<file path="src/rtl/hdmi_src_sched_if.sv">
// Encoder-side and source-side signals of the HDMI source scheduler.
// HDMI_SRC_SCHED_STATS_EN adds the underrun event counter output.
interface hdmi_src_sched_if #(
    parameter int BITS_PER_COLOR = 8
);
    localparam int PW = 3 * BITS_PER_COLOR;

    logic [1:0]    i_mode;
    logic          i_rd;
    logic          i_newline;
    logic          i_newframe;
    logic [PW-1:0] i_a_pixel;
    logic [PW-1:0] i_b_pixel;
    logic          i_b_valid;
    logic          o_a_rd;
    logic          o_b_rd;
    logic [PW-1:0] o_pixel;
    logic          o_sel;
    logic [1:0]    o_state;
    logic          o_underrun;
    logic [15:0]   o_frame_cnt;
`ifdef HDMI_SRC_SCHED_STATS_EN
    logic [15:0]   o_underrun_cnt;

    modport slave (
        input  i_mode, i_rd, i_newline, i_newframe, i_a_pixel, i_b_pixel, i_b_valid,
        output o_a_rd, o_b_rd, o_pixel, o_sel, o_state, o_underrun, o_frame_cnt,
        output o_underrun_cnt
    );
    modport master (
        output i_mode, i_rd, i_newline, i_newframe, i_a_pixel, i_b_pixel, i_b_valid,
        input  o_a_rd, o_b_rd, o_pixel, o_sel, o_state, o_underrun, o_frame_cnt,
        input  o_underrun_cnt
    );
`else
    modport slave (
        input  i_mode, i_rd, i_newline, i_newframe, i_a_pixel, i_b_pixel, i_b_valid,
        output o_a_rd, o_b_rd, o_pixel, o_sel, o_state, o_underrun, o_frame_cnt
    );
    modport master (
        output i_mode, i_rd, i_newline, i_newframe, i_a_pixel, i_b_pixel, i_b_valid,
        input  o_a_rd, o_b_rd, o_pixel, o_sel, o_state, o_underrun, o_frame_cnt
    );
`endif
endinterface

</file>
<file path="src/rtl/hdmi_src_sched.sv">
// Frame-synchronous scheduler sharing the encoder pixel stream between source A and B.
// Optional HDMI_SRC_SCHED_STATS_EN adds a saturating underrun event counter.
//
// state    | meaning
// SRC_A    | source A drives the encoder
// SRC_B    | source B drives the encoder (underrun colour when B not valid)
// FALLBACK | B underran last frame; A drives the encoder until holdoff expires
module hdmi_src_sched #(
    parameter int BITS_PER_COLOR = 8,
    parameter int DWELL_FRAMES   = 60,
    parameter int HOLDOFF_FRAMES = 4,
    parameter logic [3*BITS_PER_COLOR-1:0] UNDERRUN_COLOR = 24'hFF00FF
) (
    input logic               i_pixclk,
    input logic               i_reset_n,
    hdmi_src_sched_if.slave   bus
);
    typedef enum logic [1:0] {
        SRC_A    = 2'b00,
        SRC_B    = 2'b01,
        FALLBACK = 2'b10
    } state_t;

    localparam logic [15:0] DWELL_LAST = 16'(DWELL_FRAMES - 1);
    localparam logic [15:0] HOLD_LAST  = 16'(HOLDOFF_FRAMES - 1);

    state_t      state;
    logic        sel;
    logic        underrun;
    logic [15:0] frame_cnt;
    logic [15:0] dwell;
    logic [15:0] holdoff;
    logic [1:0]  mode_last;
    logic        underrun_evt;
    logic        underrun_seen;
    logic        unused_newline;

    // newline goes to the sources directly; the scheduler only needs frame timing
    assign unused_newline = bus.i_newline;

    assign underrun_evt  = bus.i_rd & sel & ~bus.i_b_valid;
    // an underrun in the newframe cycle itself still counts toward the ending frame
    assign underrun_seen = underrun | underrun_evt;

    always_ff @(posedge i_pixclk or negedge i_reset_n) begin
        if (!i_reset_n) begin
            state     <= SRC_A;
            sel       <= 1'b0;
            underrun  <= 1'b0;
            frame_cnt <= '0;
            dwell     <= '0;
            holdoff   <= '0;
            mode_last <= 2'b00;
        end else if (bus.i_newframe) begin
            frame_cnt <= frame_cnt + 16'd1;
            underrun  <= 1'b0;
            mode_last <= bus.i_mode;
            case (bus.i_mode)
                2'b00: begin
                    state   <= SRC_A;
                    sel     <= 1'b0;
                    dwell   <= '0;
                    holdoff <= '0;
                end
                2'b01: begin
                    state   <= SRC_B;
                    sel     <= 1'b1;
                    dwell   <= '0;
                    holdoff <= '0;
                end
                2'b10: begin
                    holdoff <= '0;
                    if (mode_last != 2'b10) begin
                        dwell <= '0;
                    end else if (dwell == DWELL_LAST) begin
                        dwell <= '0;
                        if (state == SRC_B) begin
                            state <= SRC_A;
                            sel   <= 1'b0;
                        end else begin
                            state <= SRC_B;
                            sel   <= 1'b1;
                        end
                    end else begin
                        dwell <= dwell + 16'd1;
                    end
                end
                default: begin
                    dwell <= '0;
                    case (state)
                        SRC_B: begin
                            if (underrun_seen) begin
                                state   <= FALLBACK;
                                sel     <= 1'b0;
                                holdoff <= HOLD_LAST;
                            end
                        end
                        FALLBACK: begin
                            if (holdoff == '0) begin
                                state <= SRC_B;
                                sel   <= 1'b1;
                            end else begin
                                holdoff <= holdoff - 16'd1;
                            end
                        end
                        default: begin
                            state <= SRC_B;
                            sel   <= 1'b1;
                        end
                    endcase
                end
            endcase
        end else if (underrun_evt) begin
            underrun <= 1'b1;
        end
    end

`ifdef HDMI_SRC_SCHED_STATS_EN
    logic [15:0] underrun_cnt;

    always_ff @(posedge i_pixclk or negedge i_reset_n) begin
        if (!i_reset_n) begin
            underrun_cnt <= '0;
        end else if (underrun_evt && underrun_cnt != 16'hFFFF) begin
            underrun_cnt <= underrun_cnt + 16'd1;
        end
    end

    assign bus.o_underrun_cnt = underrun_cnt;
`endif

    assign bus.o_a_rd      = bus.i_rd & ~sel;
    assign bus.o_b_rd      = bus.i_rd & sel;
    assign bus.o_pixel     = !sel         ? bus.i_a_pixel :
                             bus.i_b_valid ? bus.i_b_pixel : UNDERRUN_COLOR;
    assign bus.o_sel       = sel;
    assign bus.o_state     = state;
    assign bus.o_underrun  = underrun;
    assign bus.o_frame_cnt = frame_cnt;

endmodule

</file>
<file path="src/flat_wrapper.sv">
// flat-port wrapper written by rule: the top's interface ports become plain ports
module hdmi_src_sched_flat 
#(
    parameter int BITS_PER_COLOR = 8,
    parameter int DWELL_FRAMES   = 60,
    parameter int HOLDOFF_FRAMES = 4,
    parameter logic [3*BITS_PER_COLOR-1:0] UNDERRUN_COLOR = 24'hFF00FF
)
  (i_pixclk, i_reset_n, bus_i_mode, bus_i_rd, bus_i_newline, bus_i_newframe, bus_i_a_pixel, bus_i_b_pixel, bus_i_b_valid, bus_o_a_rd, bus_o_b_rd, bus_o_pixel, bus_o_sel, bus_o_state, bus_o_underrun, bus_o_frame_cnt);
  hdmi_src_sched_if #(.BITS_PER_COLOR(BITS_PER_COLOR)) bus_i ();
  input logic i_pixclk;
  input logic i_reset_n;
  input wire logic [$bits(bus_i.i_mode)-1:0] bus_i_mode;
  input wire logic [$bits(bus_i.i_rd)-1:0] bus_i_rd;
  input wire logic [$bits(bus_i.i_newline)-1:0] bus_i_newline;
  input wire logic [$bits(bus_i.i_newframe)-1:0] bus_i_newframe;
  input wire logic [$bits(bus_i.i_a_pixel)-1:0] bus_i_a_pixel;
  input wire logic [$bits(bus_i.i_b_pixel)-1:0] bus_i_b_pixel;
  input wire logic [$bits(bus_i.i_b_valid)-1:0] bus_i_b_valid;
  output wire logic [$bits(bus_i.o_a_rd)-1:0] bus_o_a_rd;
  output wire logic [$bits(bus_i.o_b_rd)-1:0] bus_o_b_rd;
  output wire logic [$bits(bus_i.o_pixel)-1:0] bus_o_pixel;
  output wire logic [$bits(bus_i.o_sel)-1:0] bus_o_sel;
  output wire logic [$bits(bus_i.o_state)-1:0] bus_o_state;
  output wire logic [$bits(bus_i.o_underrun)-1:0] bus_o_underrun;
  output wire logic [$bits(bus_i.o_frame_cnt)-1:0] bus_o_frame_cnt;
  assign bus_i.i_mode = bus_i_mode;
  assign bus_i.i_rd = bus_i_rd;
  assign bus_i.i_newline = bus_i_newline;
  assign bus_i.i_newframe = bus_i_newframe;
  assign bus_i.i_a_pixel = bus_i_a_pixel;
  assign bus_i.i_b_pixel = bus_i_b_pixel;
  assign bus_i.i_b_valid = bus_i_b_valid;
  assign bus_o_a_rd = bus_i.o_a_rd;
  assign bus_o_b_rd = bus_i.o_b_rd;
  assign bus_o_pixel = bus_i.o_pixel;
  assign bus_o_sel = bus_i.o_sel;
  assign bus_o_state = bus_i.o_state;
  assign bus_o_underrun = bus_i.o_underrun;
  assign bus_o_frame_cnt = bus_i.o_frame_cnt;
  hdmi_src_sched #(.BITS_PER_COLOR(BITS_PER_COLOR), .DWELL_FRAMES(DWELL_FRAMES), .HOLDOFF_FRAMES(HOLDOFF_FRAMES), .UNDERRUN_COLOR(UNDERRUN_COLOR)) u_core (.i_pixclk(i_pixclk), .i_reset_n(i_reset_n), .bus(bus_i));
endmodule
</file>
<file path="config.mk">
export PLATFORM = sky130hd
export DESIGN_NAME = hdmi_src_sched_flat
export DESIGN_NICKNAME = d
export VERILOG_FILES = /design/src/rtl/hdmi_src_sched_if.sv /design/src/rtl/hdmi_src_sched.sv /design/src/flat_wrapper.sv
export SDC_FILE = /design/constraint.sdc
export NUM_CORES = 1
export LEC_CHECK = 0
export BUFFER_PORTS_ARGS = -buffer_cell sky130_fd_sc_hd__buf_2
export CORE_MARGIN = 1.5
export CORE_UTILIZATION = 46
export DETAILED_ROUTE_END_ITERATION = 16
export GPL_ROUTABILITY_DRIVEN = 0
export PLACE_DENSITY = 0.85
export SLEW_MARGIN = 25
export SYNTH_ARGS = -nofsm -noshare
export SYNTH_HDL_FRONTEND = slang
export SYNTH_SLANG_ARGS = --single-unit
export TNS_END_PERCENT = 50
</file>
<file path="constraint.sdc">
create_clock -name i_pixclk -period 2.5 [get_ports i_pixclk]
set_clock_uncertainty 0.2 [all_clocks]
set_input_delay 0.125 -clock i_pixclk [delete_from_list [all_inputs] [get_ports i_pixclk]]
set_output_delay 0.125 -clock i_pixclk [all_outputs]
set_load 0.05 [all_outputs]
</file>
Word level (Yosys, flattened, before mapping)
Cells that the tools add are included.
Storage, ports and cells
  input bits: 56
  output and inout bits: 46
  register bits after elaboration: 54
  logic and storage cells: 60
Operators by class
  reductions and logical operators: 7
  mux-type cells: 25
  equal/unequal tests: 12
  bitwise logic cells: 6
  $add $sub $neg: 3
Operators by type and width (number)
  16-bit 2-to-1 mux: 6
  24-bit 2-to-1 mux: 2
  16-bit by 1-bit adder with 16-bit output (second input constant): 2
  16-bit one-hot mux with 2 select lines: 1
  16-bit by 6-bit == test with 1-bit output (second input constant): 1
  16-bit logical NOT: 1
  16-bit by 1-bit subtractor with 16-bit output (second input constant): 1
  5-bit by 4-bit inequality test with 1-bit output (second input constant): 2
  1-bit 2-to-1 mux: 8
  2-bit 2-to-1 mux: 4
  2-bit one-hot mux with 3 select lines: 1
  5-bit AND reduction: 1
  2-bit by 1-bit == test with 1-bit output (second input constant): 2
  2-bit == test (second input constant): 2
  2-bit inequality test (second input constant): 2
  2-bit one-hot mux with 2 select lines: 1
  4-bit AND reduction: 1
  1-bit AND: 3
  3-bit by 2-bit inequality test with 1-bit output (second input constant): 1
  3-bit inequality test (second input constant): 1
  1-bit one-hot mux with 3 select lines: 1
  3-bit nonzero test: 1
  3-bit OR reduction: 1
  2-bit logical NOT: 1
  5 further kinds: 6

Logic depth before layout (Yosys ltp)
  word-level depth: 6
  gate-level depth with buffers: 9
  depth with buffers taken out: 7

Least setup slack after synthesis
OpenSTA, ideal clock, no wires.
  path kind: register -> register
  from: reg u_core.state[0], in the netlist u_core.bus.o_state[0]
  to: reg u_core.state[0], in the netlist u_core.bus.o_state[0]
  arrival: 2.121 ns
  path slack: 0.054 ns
  clock period less this slack: 2.446 ns
  path buffers: 0
  stages on the path, launching flop included: 6
  cell sequence: dfrtp_1 > and2_1 > a21oi_1 > a31o_2 > a21oi_1 > mux2_2
Between the ends
  cells in the longest elaborated chain, start to end: 5
  elaborated cells on any way between the ends: 10
RTL lines
  start: declaration: line hdmi_src_sched.sv:27  | state_t state;
  start signal: assignment: line hdmi_src_sched.sv:47  | state <= SRC_A;
  start signal: assignment: line hdmi_src_sched.sv:60  | state <= SRC_A;
  start signal: assignment: line hdmi_src_sched.sv:66  | state <= SRC_B;
  2-bit by 1-bit == test with 1-bit output: line hdmi_src_sched.sv:77, hdmi_src_sched.sv:90
  1-bit 2-to-1 mux: line hdmi_src_sched.sv:77  | if (state == SRC_B) begin
  2-bit 2-to-1 mux: line hdmi_src_sched.sv:75  | end else if (dwell == DWELL_LAST) begin
  2-bit 2-to-1 mux: line hdmi_src_sched.sv:73  | if (mode_last != 2'b10) begin
  2-bit one-hot mux with 3 select lines: line hdmi_src_sched.sv:58  | case (bus.i_mode)
Parallel ways exist; a longest one is shown, timed or not. The select of a mux whose other input is x is not followed.
A chain may end at the register's enable or synchronous reset.

Worst setup path after layout
  from: reg u_core.holdoff[0]
  to: reg u_core.state[0], in the netlist u_core.bus.o_state[0]
Between the ends
  cells in the longest elaborated chain, start to end: 3
RTL lines
  start: declaration: line hdmi_src_sched.sv:32  | logic [15:0] holdoff;
  start signal: assignment: line hdmi_src_sched.sv:103  | holdoff <= holdoff - 16'd1;
  16-bit logical NOT: line hdmi_src_sched.sv:99  | if (holdoff == '0) begin
  5-bit by 4-bit inequality test with 1-bit output (no line)
  5-bit AND reduction (no line)
  end signal: assignment: line hdmi_src_sched.sv:93  | state <= FALLBACK;
  end signal: assignment: line hdmi_src_sched.sv:100  | state <= SRC_B;
  end signal: assignment: line hdmi_src_sched.sv:107  | state <= SRC_B;
Every way passes these cells.

==> reports/metrics.csv <==
metric;value;unit
antenna_left;0;
cts_buffer_depth;2;
yosys_warnings;0;
die_h;85.66;um
fin_area;3945;um^2
violations;design-rule violations;
power.leakage;0.001882;uW
synth-main-ff-cell;dfrtp_1;
antenna_found_initial;0;
power;3739;uW
maxSlewHeadroom;50.22;%
rsz0062_at_grt;true;
io_pins;102;
mostFrequentLayoutCells;buf_2 (100), dfrtp_1 (53), nand2_1 (48);
syn_inst;365;
async_reset_ff_share;100.0;%
cp_max_fo;10;
finalNetCount;528;
ys_seq_area_share;42.20;%
powerDensity;947.9;nW/um^2
clk_latency;0.31;ns
hp-class;in2reg;
setup_tns;0;ns
firstDrtPassIters;11;
crit_type;reg2reg;
cp.arrival;2.51;ns
grt_pass1_vias;2928;
worstSetupEndpointType;register;
cts_made_buffers;5;
crit_buf_inv;1;
drive_above_1_share;29.79;%
vias;3193;
cts_sinks;53;
grt_start_max_net_pins;54;
htreeDepth;2;
synth_edf_count;0;
syn_avg_cell_area;8.611;um^2
dieArea;7338;um^2
min_period;2.451;ns
start_util;48.66;%
synth_area;3143;um^2
hold_violations;0;
outcome;finished with violations;
setup_viol;0;
crit_family;simple AND/OR/NAND/NOR gates;
cpPeakStageDelay;0.51;ns
cts_tree;done;
area_growth_syn_to_layout;25.52;%
hpwlAfterDp;6.368;mm
clkTransAtPathRegs;0.10;ns
avgRoutedWirePerCell;16.01;um
vdd_drop_max;775.8;uV
slowest_stage;or4_4;
grt_pass1_wl;13.84;mm
ys_ff_latch;53;
fin_crit_sh;98.02;%
grtUsageTotal;23.15;%
setup_ws;0.04948;ns
finalNonFillerCells;547;
slew_violations;0;
pre_cts_slack;0.007134;ns
synth_cell_types;52;
syn_nets;424;
dp_cells;536;
drc;2;
die_width;85.66;um
port-buffer-count;100;
vias_per_cell;5.837;
core_area;6459;um^2
routed_wl;8.756;mm
tightestPinTransition;0.7427;ns
path_cells;inv_1 > ha_2 > or4b_4 > or4_4 > a221oi_2 > mux2_4;
cts_root_buf;clkbuf_8;
placed_cell_area;3757;um^2
antenna_cells;0;
startpoint_type;register;
maxCapViolations;0;
drtIter0Drc;158;
fillers;539;
fmax;408.1;MHz
required;2.55;ns
final_common_cell;buf_2;
globalRouteOverflowTotal;0;
rows;29;
==> logic make-up after synthesis <==
family,synth area share [%]
compound gates,21.34
simple gates,24.05
flops,42.20
buf+inv,4.976
mux,2.070
fa+ha+maj,1.194
xor+xnor,4.180
==> power breakdown <==
part / switching, uW / total, uW / internal, uW
clock: 289 / 687 / 398
combinational: 1410 / 1950 / 542
sequential: 133 / 1100 / 967
==> registers in the layout, indices dropped and copies added, names as in the netlist <==
signal / count
u_core.mode_last: 2
u_core.bus.o_frame_cnt: 16
u_core.dwell: 16
u_core.holdoff: 16
u_core.bus.o_underrun: 1
u_core.bus.o_state: 2
==> cell type report <==
class                           instances  area [um^2]  area share, %
Timing Repair Buffer                  116        625.6          15.86
Tap cell                               77        96.34          2.442
Clock buffer                            5        68.82          1.744
Inverter                               19        71.32          1.808
Multi-Input combinational cell        274         1692          42.88
Clock inverter                          3        65.06          1.649
Sequential cell                        53         1326          33.62
==> final timing paths <==
path | from | to | slack, ns | cells after the start
setup / recovery | u_core.holdoff[0]$_DFFE_PN0P_ | u_core.bus.o_state[0]$_DFFE_PN0P_ | 0.05 | 6
max in group asynchronous | i_reset_n | u_core.holdoff[9]$_DFFE_PN0P_ | 1.39 | 3
hold / removal | bus_i_mode[1] | u_core.mode_last[1]$_DFFE_PN0P_ | 0.02 | 2
hold reg to reg | u_core.dwell[15]$_DFFE_PN0P_ | u_core.dwell[15]$_DFFE_PN0P_ | 0.28 | 1
setup reg to reg | u_core.holdoff[0]$_DFFE_PN0P_ | u_core.bus.o_state[0]$_DFFE_PN0P_ | 0.05 | 6
min in group asynchronous | i_reset_n | u_core.bus.o_frame_cnt[9]$_DFFE_PN0P_ | 0.27 | 3
==> stage by stage <==
step	utilization (%)	hold WS, ns
2_1_floorplan	-	-0.3706
3_3_place_gp	58.10	0.08118
3_5_place_dp	58.18	0.08771
4_1_cts	60.75	0.003451
5_1_grt	61.08	0.02412
6_report	61.08	0.02034
==> repair_timing <==
item / in CTS / in global routing
endpoints found under the hold margin: 54 / 0
buffers inserted: 0 / 1
gates resized for setup: 2 / 4
hold buffers: 2 / 0
setup endpoints to repair: 2 / 10
pin swaps: 0 / 1
==> Yosys cell counts, drive strengths merged, types with 6 or more instances <==
cell type | count | share of area [%]
a21oi | 11 | 1.8
a31oi | 13 | 2.6
clkbuf | 14 | 1.7
dfrtp | 53 | 42
inv | 19 | 2.3
nand2 | 48 | 5.7
nand3 | 18 | 2.9
nand4 | 8 | 1.6
nor2 | 24 | 2.9
nor2b | 6 | 1.2
nor3 | 15 | 2.4
nor4 | 7 | 1.6
o21ai | 33 | 5.3
o22a | 17 | 4.7
o31ai | 9 | 2.1
xnor2 | 10 | 2.8
==> metal layers <==
layer / global-route usage (%) / up-vias / share of wire [%]
met1: 30.62 / 1568 / 42
met2: 40.01 / 79 / 53
met4: 5.865 / 0 / 1.1
li1: - / 1536 / -
met5: 0 / - / 0
met3: 3.465 / 10 / 4.1
==> worst reg2reg max path, stage by stage, from the launching register on <==
cell and delay (ns):
dfrtp_1 0.43, inv_1 0.07, ha_2 0.20, or4b_4 0.50, or4_4 0.51, a221oi_2 0.30, mux2_4 0.19
(Power assumes the default switching activity.)
